$ cat src/rtl/sd_dma_pkg.sv
`default_nettype none
// ============================================================================
// Module      : sd_dma_pkg
// Description : Shared types and constants for the SD-to-DDR DMA job
//               scheduler. It holds the scheduler FSM state encoding, the
//               job descriptor struct and the default watchdog limit.
// Revision    : 1.0 - initial release
// ============================================================================
package sd_dma_pkg;

  // Default watchdog limit, in sys_clk cycles, for one DMA job.
  localparam logic [31:0] SD_DMA_TIMEOUT_DEFAULT = 32'd50_000_000;

  // Job fields are carried at this width and narrowed to the instance's
  // SEC_WIDTH / ADDR_WIDTH where they reach the DMA control registers.
  localparam int JOB_FIELD_W = 64;

  typedef enum logic [2:0] {
    ST_IDLE   = 3'd0,
    ST_ARB    = 3'd1,
    ST_LAUNCH = 3'd2,
    ST_RUN    = 3'd3,
    ST_CMPL   = 3'd4,
    ST_GAP    = 3'd5
  } state_e;

  typedef struct packed {
    logic [JOB_FIELD_W-1:0] start_sec;
    logic [JOB_FIELD_W-1:0] sec_num;
    logic [JOB_FIELD_W-1:0] ddr_base;
  } job_t;

endpackage
`default_nettype wire

$ cat src/rtl/sd_dma_job_sched_arb.sv
`default_nettype none
// ============================================================================
// Module      : rr_arbiter_onehot
// Description : Round-robin arbiter. The pointer names the first requester
//               searched; after a grant it moves to the one just past the
//               winner. The grant is combinational and the pointer moves
//               only when advance_i is high.
// Ports       : clk_i, rst_i      clock, async active-high reset
//               req_i [N]         request vector
//               advance_i         accept the current grant, move the pointer
//               grant_o [N]       one-hot grant (zero when no request)
//               grant_idx_o       index of the granted requester
// Revision    : 1.0 - initial release
// ============================================================================
module rr_arbiter_onehot #(
  parameter  int N     = 4,
  localparam int IDX_W = $clog2(N)
) (
  input  logic             clk_i,
  input  logic             rst_i,
  input  logic [N-1:0]     req_i,
  input  logic             advance_i,
  output logic [N-1:0]     grant_o,
  output logic [IDX_W-1:0] grant_idx_o
);

  logic [IDX_W-1:0] ptr_q;
  logic [IDX_W-1:0] ptr_d;

  // Search N positions starting at the pointer. The first active request wins.
  always_comb begin
    int               cand;
    logic [IDX_W-1:0] cand_idx;
    logic             found;
    grant_o     = '0;
    grant_idx_o = '0;
    cand        = 0;
    cand_idx    = '0;
    found       = 1'b0;
    for (int i = 0; i < N; i++) begin
      cand     = (int'(ptr_q) + i) % N;
      cand_idx = IDX_W'(cand);
      if (!found && req_i[cand_idx]) begin
        found             = 1'b1;
        grant_o[cand_idx] = 1'b1;
        grant_idx_o       = cand_idx;
      end
    end
  end

  always_comb begin
    ptr_d = ptr_q;
    if (advance_i) begin
      ptr_d = IDX_W'((int'(grant_idx_o) + 1) % N);
    end
  end

  always_ff @(posedge clk_i or posedge rst_i) begin
    if (rst_i) begin
      ptr_q <= '0;
    end else begin
      ptr_q <= ptr_d;
    end
  end

endmodule
`default_nettype wire

$ cat src/rtl/sd_dma_job_sched.sv
`default_nettype none
// ============================================================================
// Module      : sd_dma_job_sched
// Description : Round-robin job scheduler in front of the SD-to-DDR read DMA.
//               It accepts one job from a requester and loads the DMA control
//               registers. It holds dma_start until dma_done arrives or the
//               watchdog expires, then pulses done/err back to the owner.
// Ports       : sys_clk, rst          clock, async active-high reset
//               req_valid/req_ready   per-requester handshake (ready = 1-cycle)
//               req_start_sec/sec_num/ddr_base  packed job buses, slice i = req i
//               req_done/req_err      completion pulse, err = watchdog timeout
//               dma_init_done/dma_done  status from the DMA engine
//               dma_start/start_sec/sec_num/ddr_base  DMA control outputs
//               busy, grant_id        status
// Revision    : 1.0 - initial release
// ============================================================================
module sd_dma_job_sched
  import sd_dma_pkg::*;
#(
  parameter  int          NUM_REQ        = 4,
  parameter  int          ADDR_WIDTH     = 32,
  parameter  int          SEC_WIDTH      = 32,
  parameter  logic [31:0] TIMEOUT_CYCLES = SD_DMA_TIMEOUT_DEFAULT,
  localparam int          IDX_W          = $clog2(NUM_REQ)
) (
  input  logic                          sys_clk,
  input  logic                          rst,
  input  logic [NUM_REQ-1:0]            req_valid,
  output logic [NUM_REQ-1:0]            req_ready,
  input  logic [NUM_REQ*SEC_WIDTH-1:0]  req_start_sec,
  input  logic [NUM_REQ*SEC_WIDTH-1:0]  req_sec_num,
  input  logic [NUM_REQ*ADDR_WIDTH-1:0] req_ddr_base,
  output logic [NUM_REQ-1:0]            req_done,
  output logic [NUM_REQ-1:0]            req_err,
  input  logic                          dma_init_done,
  input  logic                          dma_done,
  output logic                          dma_start,
  output logic [SEC_WIDTH-1:0]          dma_start_sec,
  output logic [SEC_WIDTH-1:0]          dma_sec_num,
  output logic [ADDR_WIDTH-1:0]         dma_ddr_base,
  output logic                          busy,
  output logic [IDX_W-1:0]              grant_id
);

  state_e                  state_q,      state_d;
  logic [IDX_W-1:0]        grant_id_q,   grant_id_d;
  logic [SEC_WIDTH-1:0]    start_sec_q,  start_sec_d;
  logic [SEC_WIDTH-1:0]    sec_num_q,    sec_num_d;
  logic [ADDR_WIDTH-1:0]   ddr_base_q,   ddr_base_d;
  logic                    dma_start_q,  dma_start_d;
  logic                    err_q,        err_d;
  logic [31:0]             wdog_q,       wdog_d;

  logic [NUM_REQ-1:0]      w_grant;
  logic [IDX_W-1:0]        w_grant_idx;
  logic                    w_advance;
  logic                    w_timeout;
  logic                    w_job_pending;
  logic [NUM_REQ-1:0]      w_owner_oh;
  job_t                    w_sel_job;
  logic                    w_unused_job;

  rr_arbiter_onehot #(
    .N (NUM_REQ)
  ) u_arb (
    .clk_i       (sys_clk),
    .rst_i       (rst),
    .req_i       (req_valid),
    .advance_i   (w_advance),
    .grant_o     (w_grant),
    .grant_idx_o (w_grant_idx)
  );

  // The pointer moves only when a job is actually accepted.
  assign w_advance     = (state_q == ST_ARB) && (|w_grant);
  assign w_job_pending = dma_init_done && (|req_valid);
  assign w_timeout     = (TIMEOUT_CYCLES != 32'd0) &&
                         (wdog_q == (TIMEOUT_CYCLES - 32'd1));

  // Job descriptor of the granted requester, widened to the struct width.
  always_comb begin
    w_sel_job           = '0;
    w_sel_job.start_sec = JOB_FIELD_W'(req_start_sec[int'(w_grant_idx)*SEC_WIDTH +: SEC_WIDTH]);
    w_sel_job.sec_num   = JOB_FIELD_W'(req_sec_num[int'(w_grant_idx)*SEC_WIDTH +: SEC_WIDTH]);
    w_sel_job.ddr_base  = JOB_FIELD_W'(req_ddr_base[int'(w_grant_idx)*ADDR_WIDTH +: ADDR_WIDTH]);
  end

  // The widened upper bits are always zero. They are reduced here only so
  // that the lint tool does not flag them.
  assign w_unused_job = ^w_sel_job;

  always_comb begin
    state_d     = state_q;
    grant_id_d  = grant_id_q;
    start_sec_d = start_sec_q;
    sec_num_d   = sec_num_q;
    ddr_base_d  = ddr_base_q;
    dma_start_d = dma_start_q;
    err_d       = err_q;
    wdog_d      = wdog_q;
    case (state_q)
      ST_IDLE: begin
        if (w_job_pending) begin
          state_d = ST_ARB;
        end
      end
      ST_ARB: begin
        if (|w_grant) begin
          grant_id_d  = w_grant_idx;
          start_sec_d = w_sel_job.start_sec[SEC_WIDTH-1:0];
          sec_num_d   = w_sel_job.sec_num[SEC_WIDTH-1:0];
          ddr_base_d  = w_sel_job.ddr_base[ADDR_WIDTH-1:0];
          err_d       = 1'b0;
          // A zero-length job completes without ever touching the DMA.
          state_d     = (w_sel_job.sec_num == '0) ? ST_CMPL : ST_LAUNCH;
        end else begin
          // The request was withdrawn before it was accepted.
          state_d = ST_IDLE;
        end
      end
      ST_LAUNCH: begin
        // The DMA parameters have been stable for a full cycle. The rising
        // edge of start therefore sees valid values.
        dma_start_d = 1'b1;
        wdog_d      = 32'd0;
        state_d     = ST_RUN;
      end
      ST_RUN: begin
        if (dma_done) begin
          // dma_done has priority over a timeout in the same cycle.
          dma_start_d = 1'b0;
          err_d       = 1'b0;
          state_d     = ST_CMPL;
        end else if (w_timeout) begin
          dma_start_d = 1'b0;
          err_d       = 1'b1;
          state_d     = ST_CMPL;
        end else if (wdog_q != 32'hFFFF_FFFF) begin
          wdog_d = wdog_q + 32'd1;
        end
      end
      ST_CMPL: begin
        state_d = ST_GAP;
      end
      ST_GAP: begin
        // With CMPL and GAP, dma_start stays low for at least two cycles.
        state_d = w_job_pending ? ST_ARB : ST_IDLE;
      end
      default: begin
        state_d = ST_IDLE;
      end
    endcase
  end

  always_ff @(posedge sys_clk or posedge rst) begin
    if (rst) begin
      state_q     <= ST_IDLE;
      grant_id_q  <= '0;
      start_sec_q <= '0;
      sec_num_q   <= '0;
      ddr_base_q  <= '0;
      dma_start_q <= 1'b0;
      err_q       <= 1'b0;
      wdog_q      <= 32'd0;
    end else begin
      state_q     <= state_d;
      grant_id_q  <= grant_id_d;
      start_sec_q <= start_sec_d;
      sec_num_q   <= sec_num_d;
      ddr_base_q  <= ddr_base_d;
      dma_start_q <= dma_start_d;
      err_q       <= err_d;
      wdog_q      <= wdog_d;
    end
  end

  assign w_owner_oh    = NUM_REQ'(1) << grant_id_q;

  assign req_ready     = (state_q == ST_ARB)  ? w_grant    : '0;
  assign req_done      = (state_q == ST_CMPL) ? w_owner_oh : '0;
  assign req_err       = req_done & {NUM_REQ{err_q}};
  assign busy          = (state_q != ST_IDLE);
  assign grant_id      = grant_id_q;
  assign dma_start     = dma_start_q;
  assign dma_start_sec = start_sec_q;
  assign dma_sec_num   = sec_num_q;
  assign dma_ddr_base  = ddr_base_q;

endmodule
`default_nettype wire

$ cat config.mk
export PLATFORM = sky130hd
export DESIGN_NAME = sd_dma_job_sched
export DESIGN_NICKNAME = d
export VERILOG_FILES = /design/src/rtl/sd_dma_pkg.sv /design/src/rtl/sd_dma_job_sched_arb.sv /design/src/rtl/sd_dma_job_sched.sv
export SDC_FILE = /design/constraint.sdc
export NUM_CORES = 1
export LEC_CHECK = 0
export CAP_MARGIN = 20
export CORE_AREA = 10 10 187 189
export DETAILED_ROUTE_END_ITERATION = 16
export DIE_AREA = 0 0 197 199
export PLACE_DENSITY = 0.67
export SYNTH_ARGS = -nofsm -noshare
export SYNTH_HDL_FRONTEND = slang
export SYNTH_SLANG_ARGS = --single-unit
$ cat constraint.sdc
create_clock -name sys_clk -period 4 [get_ports sys_clk]
set_input_delay 0.6 -clock sys_clk [delete_from_list [all_inputs] [get_ports sys_clk]]
set_output_delay 0.6 -clock sys_clk [all_outputs]
set_load 0.005 [all_outputs]
==> results_dict.tcl, run 1 <==
set metrics [dict create \
    status "complete, no violations" \
    required_ps 3400 \
    cts_resized 0 \
    grt_pass1_wl_um 66100 \
    final_core_util_pct 49.7 \
    syn_area_um2 9340 \
    drc 0 \
    rsz0062_at_grt "no" \
    overflow 0 \
    antenna_found_initial 6 \
    power_mw 10.7 \
    ys_top_cells_by_area "dfrtp_1 37%, nand2_1 15%, a311oi_1 7.7%, a21o_1 6.7%, and3_1 5.9%" \
    first_pass_iters 7 \
    power.density_nw_per_um2 693 \
    critPathKind "in2out" \
    dpl.hpwl_um 35700 \
    clk_pin_slew_worst_paths_ps 70 \
    max_freq_mhz 268 \
    r2r-start "u_arb.ptr_q[0]$_DFFE_PP0P_" \
    yosysMostFrequentCell "nand2_1" \
    cp_top_family "buffers and inverters" \
    cts_buffers 17 \
    clockRootBuffer "clkbuf_16" \
    timing.final.crit_share_pct 93.4 \
    design.die.area_um2 39200 \
    hold_slack_ps 447 \
    r2r_cells 12 \
    gp_congestion 0.896 \
    r2r_setup_slack_ps 480 \
    drt_iter0_drc 662 \
    cts_tree "built" \
    routed_wirelength_um 44900 \
    seq_area_frac_synth_pct 36.7 \
    holdCritPathClass "in2async" \
    place_area_um2 14900 \
    netlist_instances 1162 \
    crit_path_max_fanout 11 \
    post_cts_buffers 0 \
    r2r_end "state_q[2]$_DFFE_PP0P_" \
    dpl.cell_count 2005 \
    cp_cell_sequence "clkdlybuf4s50_1 > mux4_2 > a211oi_2 > a22oi_1 > nor2_1 > a221oi_1 > nor2_1 > clkdlybuf4s50_1" \
    final_area_um2 15500 \
    layout-drive-gt1-share_pct 5.50 \
    die_x_um 197 \
    htree_levels 4 \
    fin_crit_ps 3740 \
    critPathCaptureType "output port" \
    finalClockSkew_ps 15.5 \
    grt.total_usage_pct 21.8 \
    placementRows 65 \
    final_cells 2041 \
    place_ws_ps 101 \
    tightest_slew_ps 900 \
    max_stage_delay_ps 620 \
    irDropWorstVdd_mv 0.647 \
    ctsHoldBuffers 0 \
    slew_headroom_pct 39.5 \
    layout_setup_ws_ps 262 \
    critical-path-slowest-cell "mux4_2" \
    p_leak_nw 6.94 \
    yosys_warnings 0 \
    final-hold-violation-count 0 \
    start_util_pct 29.9 \
    ys.flop_type "dfrtp_1" \
    route.vias.total 10700 \
    layout.nets 2023 \
    syn-num-nets 1562 \
    grt_pass1_vias 11000 \
    yosysTopAreaCell "dfrtp_1" \
    drt-vias-per-instance 5.26 \
    cp_data_arrival_time_ps 3140 \
    ys_async_sr_fraction_pct 100 \
    slew_viol_final 0 \
    drv_cap 0 \
    cts.sinks 137 \
    synth_edf_count 0 \
    worst_skew_pair.late_latency_ps 420 \
    startpoint "req_valid[2]" \
    synth.top_cell.area_share_pct 36.7 \
    setup_viol 0 \
    crit_buf_inv 2 \
    core_um2 31200 \
    io_pins 504 \
    syn2layout_area_growth_pct 66.1 \
    routedWlPerCell_um 22.0 \
    worstSetupStartpointType "input port" \
    final_antenna_net_count 0 \
    synth_seq_cells 137 \
    fin_setup_tns_ps 0 \
    fp.dieH_um 199 \
    synth_common_cells "361 x nand2_1, 137 x dfrtp_1, 88 x and3_1, 83 x a21o_1, 82 x a311oi_1" \
    portBuffers 503 \
    syn_avg_cell_area_um2 8.03 \
    cts_buffer_depth 2 \
    grt_max_degree 93 \
    ys_types 60 \
]
-- power breakdown --
part / switching [mW] / total, mW / internal (mW)
Sequential: 0.343 / 2.27 / 1.93
Clock: 0.642 / 1.61 / 0.971
Combinational: 3.64 / 6.85 / 3.21
-- flip-flops by register name (all words and copies together) (netlist names) --
signal	cells
dma_ddr_base	32
dma_sec_num	32
dma_start	1
dma_start_sec	32
err_q	1
grant_id	2
state_q	3
u_arb.ptr_q	2
wdog_q	32
-- worst max-delay path by stage --
| stage | endpoint | slack (ps) | cells past startpoint |
|---|---|---|---|
| after floorplan | state_q[1]$_DFFE_PP0P_ | 340 | 15 |
| after CTS | req_ready[1] | 150 | 8 |
| final | req_ready[3] | 260 | 8 |
| after global placement | state_q[2]$_DFFE_PP0P_ | 180 | 11 |
| after global routing | req_ready[1] | 20 | 8 |
| after detailed placement | state_q[2]$_DFFE_PP0P_ | 100 | 11 |
-- cell usage in the layout, fill, tap and decap left out, types with 15 or more instances in the layout --
cell	count
mux2i_1	23
nor4_1	22
a21o_1	82
a21oi_1	17
nor2_1	55
clkbuf_16	17
dfrtp_1	137
buf_12	15
a311oi_1	82
buf_4	19
nand2_1	361
nand3_1	18
xor2_1	24
a211oi_1	16
clkdlybuf4s50_1	503
and3_1	88
-- layer usage --
layer / GRT usage (%) / up-vias / routed length, um
met3: 7.05 / 60 / 3710
li1: - / 5081 / -
met1: 24.5 / 5200 / 17300
met4: 7.55 / 2 / 1110
met5: 0 / - / 11
met2: 38.1 / 401 / 22800
-- logic make-up (layout without fill, tap and decap cells) --
family | Yosys count | in the layout | synth area share [%]
flip-flops | 137 | 137 | 36.7
AND/OR/NAND/NOR | 590 | 590 | 28.5
multiplexers | 37 | 37 | 4.40
buffers and inverters | 108 | 581 | 5.36
other | 0 | 4 | 0
AO/OA/AOI/OAI | 254 | 254 | 21.3
adder cells (fa/ha/maj) | 8 | 8 | 1.07
XOR/XNOR | 28 | 28 | 2.63
-- worst register-to-register path, delay by kind of cell (launching register included) --
| family | cells | cell delay [ps] |
|---|---|---|
| AOI/OAI and AO/OA | 3 | 750 |
| adders and majority gates | 1 | 400 |
| buffers and inverters | 2 | 400 |
| DFF | 1 | 350 |
| muxes | 2 | 320 |
| and+or+nand+nor | 4 | 1250 |
-- area by class of cell --
| type | count | area [um2] |
|---|---|---|
| fill | 2987 | 15700 |
| timing repair buffer | 537 | 5480 |
| multi-input combinational | 917 | 5450 |
| sequential | 137 | 3430 |
| tap | 402 | 503 |
| clock buffer | 22 | 474 |
| clock inverter | 9 | 115 |
| inverter | 13 | 52.6 |
| antenna | 4 | 10.0 |
Power figures use the tool's default switching activity.
==> inputs of run 2 (changes only) <==
- clock period: 4 -> 3.3 ns (I/O delays scaled with it)
==> run 2 against run 1 <==
Compared with the run above:
- sequential power up 21%
- clock-buffer cell count down 3
- critical path depth is 5 higher
- die area unchanged
- first-iteration DRC count is 11% higher
- global-route usage is 1.0 points higher
- clock power is 15% higher
- sequential share of layout area down 1.5 points
- highest routed layer unchanged
- flip-flop and latch count unchanged
==> results_dict.tcl, run 2 (same netlist as run 1, synthesis figures left out) <==
set metrics [dict create \
    status "complete, no violations" \
    layout.nets 2125 \
    final_area_um2 16600 \
    drt_iter0_drc 738 \
    critPathCaptureType "flop" \
    io_pins 504 \
    tightest_slew_ps 704 \
    setup_viol 0 \
    cts_buffers 17 \
    fin_crit_ps 3260 \
    max_freq_mhz 306 \
    syn2layout_area_growth_pct 78.1 \
    power.density_nw_per_um2 896 \
    die_x_um 197 \
    mostFrequentLayoutCell "clkdlybuf4s50_1" \
    first_pass_iters 5 \
    cts_buffer_depth 2 \
    worst_skew_pair.late_latency_ps 420 \
    grt_pass1_wl_um 69200 \
    portBuffers 503 \
    cp_data_arrival_time_ps 3610 \
    rsz0062_at_grt "yes" \
    cts_tree "built" \
    p_leak_nw 7.49 \
    routedWlPerCell_um 22.4 \
    holdCritPathClass "reg2reg" \
    crit_path_max_fanout 10 \
    irDropWorstVdd_mv 0.391 \
    critPathKind "reg2reg" \
    final_antenna_net_count 0 \
    final_core_util_pct 53.2 \
    start_util_pct 29.9 \
    gp_congestion 0.919 \
    timing.final.crit_share_pct 98.9 \
    grt_pass1_vias 11200 \
    antenna_found_initial 5 \
    placementRows 65 \
    clk_pin_slew_worst_paths_ps 60 \
    grt_max_degree 68 \
    place_area_um2 15600 \
    layout-drive-gt1-share_pct 13.6 \
    design.die.area_um2 39200 \
    core_um2 31200 \
    slew_viol_final 0 \
    route.vias.total 11200 \
    layout_setup_ws_ps 37.2 \
    slew_headroom_pct 52.4 \
    finalClockSkew_ps 19.1 \
    hold_slack_ps 474 \
    final-hold-violation-count 0 \
    grt.total_usage_pct 22.9 \
    drc 0 \
    worstSetupStartpointType "flop" \
    mostFrequentLayoutCells "499 x clkdlybuf4s50_1, 359 x nand2_1, 135 x dfrtp_1, 103 x buf_4, 87 x and3_1" \
    drt-vias-per-instance 5.21 \
    routed_wirelength_um 48000 \
    required_ps 3650 \
    place_ws_ps -314 \
    fin_setup_tns_ps 0 \
    fp.dieH_um 199 \
    cts.sinks 137 \
    drv_cap 0 \
    dpl.hpwl_um 38300 \
    overflow 0 \
    clockRootBuffer "clkbuf_16" \
    htree_levels 4 \
]
[run 2: changes by cell type in the layout (fill, tap and decap cells not counted), moves of 6 or more]
cell	change
buf_4	+84
a211oi_1	-7
buf_6	+8
a311oi_1	-10
a311oi_2	+10
buf_12	+6
[run 2: stage by stage]
step | total power [mW] | instances
floorplan | 7.64 | 1162
CTS | 14.4 | 2126
detailed placement | 12.3 | 2085
global placement | 12.2 | 2085
finish | 14.9 | 2143
global route | 15.9 | 2143
[run 2: critical path: stages (launching register included)]
cell and delay (ps):
dfrtp_2 420, clkinv_4 80, ha_4 200, or3b_1 360, a2111o_1 440, buf_4 160, nand3_4 80, buf_12 150
buf_4 120, o21a_4 240, nand3_1 150, a311oi_2 360, and4_4 290, a31o_1 150
[run 2: area by class of cell]
cell class                 instances  area [um2]
timing repair buffer             637        6360
fill                            2911       14600
inverter                          13        57.6
antenna                            3        7.51
sequential                       137        3430
multi-input combinational        919        5720
clock buffer                      19         433
clock inverter                    13         121
tap                              402         503
[run 2: routing by layer]
layer,global-route usage (%),up-vias,routed length (um)
li1,-,5284,-
met1,26.4,5436,18900
met2,40.1,390,24700
met3,7.30,43,3650
met4,5.61,4,783
met5,0,-,34
[run 2: worst paths after layout]
path	from	endpoint	slack, ps	cells after the start
worst max-delay path	u_arb.ptr_q[0]$_DFFE_PP0P_	state_q[2]$_DFFE_PP0P_	40	13
worst min-delay path	dma_start_sec[27]$_DFFE_PP0P_	dma_start_sec[27]$_DFFE_PP0P_	470	1
worst max register to register	u_arb.ptr_q[0]$_DFFE_PP0P_	state_q[2]$_DFFE_PP0P_	40	13
worst min register to register	dma_start_sec[27]$_DFFE_PP0P_	dma_start_sec[27]$_DFFE_PP0P_	470	1
max in group asynchronous	rst	dma_sec_num[27]$_DFFE_PP0P_	2000	3
min in group asynchronous	rst	dma_ddr_base[11]$_DFFE_PP0P_	500	2
[run 2: timing repair]
item                                   in CTS  in global routing
resized for setup                          15                 51
setup buffers                               8                 12
endpoints found under the hold margin       0                  0
pin swaps                                   8                  9
hold buffers                                0                  0
gates cloned                                1                  2
setup endpoints to repair                   6                 45
[run 2: power breakdown]
group	internal, mW	switching (mW)
registers	2.34	0.407
clock network	1.04	0.807
logic	5.19	5.11
==> inputs of run 3 (changes only) <==
- CAP_MARGIN: 20 -> unset
- PLACE_DENSITY: 0.67 -> unset
- clock period: 3.3 -> 3.9 ns (I/O delays scaled with it)
==> run 3 against run 2 <==
Compared with the run above:
- clock-buffer cell count up 1
- worst setup slack better by 130 ps
- non-clock buffer count down 91
- largest cell class unchanged
==> results_dict.tcl, run 3 (same netlist as run 1, synthesis figures left out) <==
set metrics [dict create \
    design.die.area_um2 39200 \
    cp_data_arrival_time_ps 3140 \
    layout-drive-gt1-share_pct 6.32 \
    grt_pass1_wl_um 66700 \
    io_pins 504 \
    finalClockSkew_ps 11.2 \
    fp.dieH_um 199 \
    antenna_found_initial 9 \
    met1_usage_pct 24.9 \
    portBuffers 503 \
    critical-path-slowest-cell "clkdlybuf4s50_1" \
    clockRootBuffer "clkbuf_16" \
    cts_tree "built" \
    fin_crit_ps 3730 \
    critPathKind "reg2out" \
    cts_buffer_depth 2 \
    required_ps 3310 \
    mostFrequentLayoutCells "503 x clkdlybuf4s50_1, 361 x nand2_1, 137 x dfrtp_1, 88 x and3_1" \
    route.vias.total 10700 \
    final_area_um2 15500 \
    syn2layout_area_growth_pct 66.4 \
    tightest_slew_ps 885 \
    power.density_nw_per_um2 709 \
    crit_path_max_fanout 9 \
    worst_skew_pair.late_latency_ps 430 \
    status "complete, no violations" \
    grt_max_degree 138 \
    irDropWorstVdd_mv 0.588 \
    placementRows 65 \
    drt_iter0_drc 569 \
    power_mw 11.0 \
    slew_viol_final 0 \
    core_um2 31200 \
    dpl.cell_count 2013 \
    mostFrequentLayoutCell "clkdlybuf4s50_1" \
    start_util_pct 29.9 \
    dpl.hpwl_um 36400 \
    grt_pass1_vias 10700 \
    p_leak_nw 6.95 \
    crit_top_cell "nor2_1" \
    holdCritPathClass "reg2reg" \
    setup_viol 0 \
    overflow 0 \
    cts.sinks 137 \
    num-fill-cells 3043 \
    drv_cap 0 \
    final_cells 2055 \
    first_pass_iters 6 \
    max_stage_delay_ps 470 \
    ctsHoldBuffers 0 \
    cp_cell_sequence "clkinvlp_4 > ha_1 > buf_4 > mux4_2 > a22oi_1 > nor2_1 > a221oi_1 > nor2_1 > clkdlybuf4s50_1" \
    slew_headroom_pct 40.2 \
    routed_wirelength_um 45600 \
    timing.final.crit_share_pct 95.6 \
    clk_pin_slew_worst_paths_ps 70 \
    max_freq_mhz 268 \
    cts_buffers 17 \
    grt.met3_usage_pct 7.87 \
    rsz0062_at_grt "no" \
    worstSetupStartpointType "flop" \
    grt.busiest_layer "met2" \
    grt.total_usage_pct 22.2 \
    fin_setup_tns_ps 0 \
    met2_usage_pct 38.9 \
    final_antenna_net_count 0 \
    final-hold-violation-count 0 \
    layout.nets 2032 \
    drc 0 \
    die_x_um 197 \
    critPathCaptureType "output port" \
    gp_congestion 0.887 \
    htree_levels 4 \
    place_area_um2 14900 \
    routedWlPerCell_um 22.2 \
    drt-vias-per-instance 5.18 \
]
-- run 3: critical path, delay by kind of cell, from the launching register on --
kind / cells / cell delay (ps)
buf+inv: 3 / 820
compound gates: 2 / 650
flops: 1 / 390
mux: 1 / 380
fa+ha+maj: 1 / 340
simple gates: 2 / 140
-- run 3: stage by stage --
step | setup slack, ps | util, % | hold slack, ps
2_1_floorplan | 242 | - | 473
3_3_place_gp | 166 | 47.7 | 459
3_5_place_dp | 119 | 47.7 | 465
4_1_cts | 37.4 | 49.6 | 479
5_1_grt | 2.41 | 49.7 | 486
6_report | 172 | 49.7 | 473
-- run 3: final timing paths --
path                       slack (ps)  cells past startpoint                       endpoint                     startpoint
setup / recovery                  170                      9                   req_ready[1]     u_arb.ptr_q[0]$_DFFE_PP0P_
setup reg to reg                  420                     11         state_q[1]$_DFFE_PP0P_     u_arb.ptr_q[0]$_DFFE_PP0P_
min in group asynchronous         680                      3    dma_ddr_base[7]$_DFFE_PP0P_                            rst
hold reg to reg                   470                      1  dma_start_sec[17]$_DFFE_PP0P_  dma_start_sec[17]$_DFFE_PP0P_
hold / removal                    470                      1  dma_start_sec[17]$_DFFE_PP0P_  dma_start_sec[17]$_DFFE_PP0P_
max in group asynchronous        2510                      3   dma_start_sec[5]$_DFFE_PP0P_                            rst
-- run 3: power by group --
part,internal [mW],switching [mW]
Sequential,1.98,0.352
Clock,0.937,0.678
Combinational,3.32,3.75
Total,6.24,4.78
-- run 3: repair_timing --
| item | in CTS | in global routing |
|---|---|---|
| buffers inserted | 0 | 2 |
| gates resized for setup | 0 | 4 |
| endpoints found under the setup margin | 0 | 4 |
-- run 3: final cells by class --
class	count	area, um2	area share (%)
Timing Repair Buffer	546	5480	35.3
Clock inverter	12	116	0.749
Clock buffer	20	467	3.00
Antenna cell	8	20.0	0.129
Sequential cell	137	3430	22.1
Inverter	13	56.3	0.362
Tap cell	402	503	3.24
Multi-Input combinational cell	917	5460	35.1
-- run 3: routing by layer --
layer | vias to the layer above | wire length (um) | part of all wire, %
met5 | - | 13 | 0.028
met4 | 2 | 839 | 1.8
met3 | 47 | 3570 | 7.8
met2 | 316 | 23500 | 52
met1 | 5193 | 17700 | 39
li1 | 5097 | - | -
